===== src/rtl/pipe_stage_reg.sv =====
// pipe_stage_reg: generic pipeline stage register with valid/ready handshake,
// stall back-pressure, synchronous flush, control squashing and a saturating
// stall counter.
// Optional feature macro: PIPE_STAGE_SKID_EN
//   defined   -> 2-entry (main + skid) buffer, in_ready is a registered signal
//   undefined -> 1-entry buffer, in_ready = !valid_q || out_ready
module pipe_stage_reg #(
    parameter int DATA_W = 96,
    parameter int CTRL_W = 3,
    parameter int CNT_W  = 16
) (
    input  logic              clk,
    input  logic              rst_n,
    input  logic              flush,
    input  logic              in_valid,
    output logic              in_ready,
    input  logic [DATA_W-1:0] in_data,
    input  logic [CTRL_W-1:0] in_ctrl,
    output logic              out_valid,
    input  logic              out_ready,
    output logic [DATA_W-1:0] out_data,
    output logic [CTRL_W-1:0] out_ctrl,
    output logic [CNT_W-1:0]  stall_cnt
);

    localparam logic [CNT_W-1:0] CNT_MAX = '1;

    logic              valid_q;
    logic [DATA_W-1:0] data_q;
    logic [CTRL_W-1:0] ctrl_q;
    logic              accept;
    logic              out_xfer;

    assign accept   = in_valid && in_ready;
    assign out_xfer = valid_q && out_ready;

`ifdef PIPE_STAGE_SKID_EN
    logic              skid_valid;
    logic [DATA_W-1:0] skid_data;
    logic [CTRL_W-1:0] skid_ctrl;

    // Ready depends only on state, so out_ready never reaches in_ready combinationally.
    assign in_ready = !skid_valid;

    // Main + skid buffer; skid drains into main first so ordering is preserved.
    always_ff @(posedge clk or negedge rst_n) begin
        if (!rst_n) begin
            valid_q    <= 1'b0;
            data_q     <= '0;
            ctrl_q     <= '0;
            skid_valid <= 1'b0;
            skid_data  <= '0;
            skid_ctrl  <= '0;
        end else if (flush) begin
            // Payload registers keep their old contents; only validity is squashed.
            valid_q    <= 1'b0;
            skid_valid <= 1'b0;
        end else if (out_xfer && skid_valid) begin
            // in_ready is low while skid is full, so no accept can coincide here.
            data_q     <= skid_data;
            ctrl_q     <= skid_ctrl;
            skid_valid <= 1'b0;
        end else if (accept) begin
            if (!valid_q || out_ready) begin
                valid_q <= 1'b1;
                data_q  <= in_data;
                ctrl_q  <= in_ctrl;
            end else begin
                skid_valid <= 1'b1;
                skid_data  <= in_data;
                skid_ctrl  <= in_ctrl;
            end
        end else if (out_xfer) begin
            valid_q <= 1'b0;
        end
    end
`else
    // Single entry: can take a new item when empty or when the held one leaves this cycle.
    assign in_ready = !valid_q || out_ready;

    // Single-entry holding register.
    always_ff @(posedge clk or negedge rst_n) begin
        if (!rst_n) begin
            valid_q <= 1'b0;
            data_q  <= '0;
            ctrl_q  <= '0;
        end else if (flush) begin
            // Anything accepted this cycle is discarded along with the held entry.
            valid_q <= 1'b0;
        end else if (accept) begin
            valid_q <= 1'b1;
            data_q  <= in_data;
            ctrl_q  <= in_ctrl;
        end else if (out_xfer) begin
            valid_q <= 1'b0;
        end
    end
`endif

    // Count back-pressured cycles, sticking at all-ones; only reset clears it.
    always_ff @(posedge clk or negedge rst_n) begin
        if (!rst_n) begin
            stall_cnt <= '0;
        end else if (valid_q && !out_ready && (stall_cnt != CNT_MAX)) begin
            stall_cnt <= stall_cnt + 1'b1;
        end
    end

    assign out_valid = valid_q;
    assign out_data  = data_q;
    // Control bits must never assert downstream actions for a bubble.
    assign out_ctrl  = valid_q ? ctrl_q : '0;

endmodule


===== config.mk =====
export PLATFORM = sky130hd
export DESIGN_NAME = pipe_stage_reg
export DESIGN_NICKNAME = d
export VERILOG_FILES = /design/src/rtl/pipe_stage_reg.sv
export SDC_FILE = /design/constraint.sdc
export NUM_CORES = 1
export LEC_CHECK = 0
export ABC_AREA = 1
export CORE_UTILIZATION = 41
export DETAILED_ROUTE_END_ITERATION = 12
export MAX_ROUTING_LAYER = met4
export PLACE_DENSITY = 0.8
export SYNTH_ARGS = -nofsm -noshare
export SYNTH_HDL_FRONTEND = slang
export SYNTH_SLANG_ARGS = --single-unit
export TNS_END_PERCENT = 5

===== constraint.sdc =====
create_clock -name clk -period 1.9 [get_ports clk]
set_input_delay 0.19 -clock clk [delete_from_list [all_inputs] [get_ports clk]]
set_output_delay 0.19 -clock clk [all_outputs]
set_load 0.005 [all_outputs]

==> impl_metrics.ini <==
[run_status]
outcome = completed

[routing]
firstDrtPassIters = 6
vias = 3658
routedWlPerCell_um = 16.2
avgViaCountPerCell = 4.83
drt_iter0_markers = 188
antenna_left = 0
routed_wirelength_um = 12300
drc_errors = 0

[logic_synthesis]
synth-seq-cells = 116
avgSynthCellArea_um2 = 12.9
syn_nets = 472
synth-seq-area-share = 0.614
syn_inst = 367
syn-cell-area_um2 = 4730
ys_types = 21
yosysWarnings = 0

[cts]
clkSlewWorstSetupHoldPaths_ns = 0.05
root_buffer = clkbuf_16
cts_tree = done
htreeDepth = 4
postCtsSetupBuffers = 0
cts_buffer_depth = 2
cts_buffers = 17
clock_latency_ns = 0.40
cts.sinks = 116

[sta]
fmax_mhz = 557
finalSetupViolCount = 0
drv_slew = 0
rsz0062_at_grt = false
fin_crit_sh = 0.945
final_hold_viol_count = 0
tns_ns = 0
post-route-min-period_ns = 1.80
clock_skew_ns = 0.00296
relSlewSlack = 0.665
tightest_slew_ns = 0.503
setup_slack_ns = 0.104
fin_hold_ws_ns = 0.199

[global_routing]
grt_pass1_vias = 3916
grt_first_pass_wirelength_um = 19200
antenna_found_initial = 0
globalRouteOverflowTotal = 0
grt_max_degree = 61
gr-usage-all-layers = 0.225

[worst_setup_path]
endpoint_kind = output port
max_stage_delay_ns = 0.52
cp_slowest_cell = clkdlybuf4s50_1
required_ns = 1.71
path_class = reg2out
cp.arrival_ns = 1.61
startpoint_type = flip-flop
crit_fanout = 5
crit_chain = inv_1 > nor2_4 > inv_4 > clkdlybuf4s50_1

[pwr]
internal_power_mw = 6.02
leakagePower_nw = 3.31
power_switching_mw = 1.83
clockPowerShare = 0.373
swShare = 0.233
p_comb_frac = 0.227
ir_drop_uv = 695
p_per_area_nw_per_um2 = 1020
power_frac_seq = 0.401

[floorplan]
chipWidth_um = 109
core-area_um2 = 11000
die_y_um = 109
row_count = 38
die_area_um2 = 12000
initial_core_util = 0.428
io_pins = 221

[cells_and_area]
diodes = 0
final_nets = 710
drive_gt1_frac = 0.230
area_growth_pct = 62.9
fillers = 810
final_common_cell = clkdlybuf4s50_1
multiInputGateArea_um2 = 1650
layout_common_cells = 219 x clkdlybuf4s50_1, 116 x dfrtp_1, 99 x mux2_2
register_area_um2 = 2900
final_core_util = 0.698

[min_path]
min_path_type = in2async

[place]
port_buffers = 220
dp_hpwl_um = 8970
routabilityCongestion = 0.863
dp_slack_ns = 0.155

[flow_run]
drv_cap = 0
synth_stat cells:
master	instances	share of area
a21oi_1	1	0.0011
buf_4	8	0.013
buf_6	2	0.0048
dfrtp_1	116	0.61
ha_1	1	0.0026
inv_1	22	0.017
inv_4	1	0.0013
mux2_2	99	0.24
nand2_1	68	0.054
nand2_2	2	0.0026
nand2_4	1	0.0024
nand3_1	10	0.011
nand3b_1	1	0.0016
nand4_1	8	0.011
nor2_1	17	0.014
nor2_2	1	0.0013
nor2_4	1	0.0024
nor3_1	1	0.0011
o21ai_0	4	0.0042
xnor2_1	2	0.0037
xor2_1	1	0.0019
critical path: cells and delay by family (launching register included):
| kind | cells | cell delay (ns) |
|---|---|---|
| AND/OR/NAND/NOR | 1 | 0.05 |
| flip-flops | 1 | 0.43 |
| buffers and inverters | 3 | 0.72 |
final timing paths:
path,slack (ns),cells after the start,from,end
min,0.20,2,rst_n,stall_cnt[10]
min reg2reg,0.50,1,out_data[68],out_data[68]
max reg2reg,0.26,7,stall_cnt[9],stall_cnt[2]
max,0.10,4,out_valid,in_ready
min in group clk,0.36,2,flush,out_valid
max in group asynchronous,0.91,3,rst_n,out_data[33]
layer usage:
| layer | part of all wire | vias to the layer above | global-route usage |
|---|---|---|---|
| met4 | 0.021 | 0 | 0.101 |
| met5 | 0 | - | - |
| met2 | 0.53 | 170 | 0.384 |
| met3 | 0.081 | 21 | 0.0729 |
| met1 | 0.37 | 1764 | 0.238 |
| li1 | - | 1703 | - |
state kept, by name (all words and copies together), names as in the netlist:
name and cells:
stall_cnt 16, ctrl_q 3, out_data 96, out_valid 1
cells by family (layout without fill, tap and decap cells):
family          count (synthesis)  after routing  share of synthesized area
compound gates                  5              5                    0.00529
simple gates                  110            110                      0.100
fa+ha+maj                       1              1                    0.00265
mux                            99             99                      0.236
buf+inv                        33            284                     0.0363
xor+xnor                        3              3                    0.00556
flops                         116            116                      0.614
power by group through the flow:
| stage | Combinational, mW | Sequential (mW) | Clock, mW |
|---|---|---|---|
| after detailed placement | 1.78 | 3.18 | 0 |
| after CTS | 1.80 | 3.15 | 2.99 |
| after floorplan | 0.510 | 3.18 | 0 |
| final | 1.78 | 3.14 | 2.92 |
| after global placement | 1.74 | 3.14 | 0 |
| after global routing | 1.90 | 3.20 | 3.09 |
cell type report:
class | instances | share of cell area
sequential | 116 | 0.377
timing repair buffer | 229 | 0.301
multi-input combinational | 218 | 0.215
clock buffer | 29 | 0.0702
tap | 140 | 0.0228
inverter | 23 | 0.0115
clock inverter | 3 | 0.00195
through the flow:
stage | total power, mW | instance area, um2 | std cells
finish | 7.84 | 7700 | 758
global route | 8.19 | 7700 | 758
CTS | 7.94 | 7690 | 758
detailed placement | 4.95 | 7130 | 725
global placement | 4.88 | 7130 | 725
floorplan | 3.69 | 4730 | 367
timing repair:
action	in CTS	in global routing
hold buffers	1	0
endpoints found under the hold margin	17	0
gates resized for setup	0	1
setup endpoints to repair	0	4
Power figures use the tool's default switching activity.
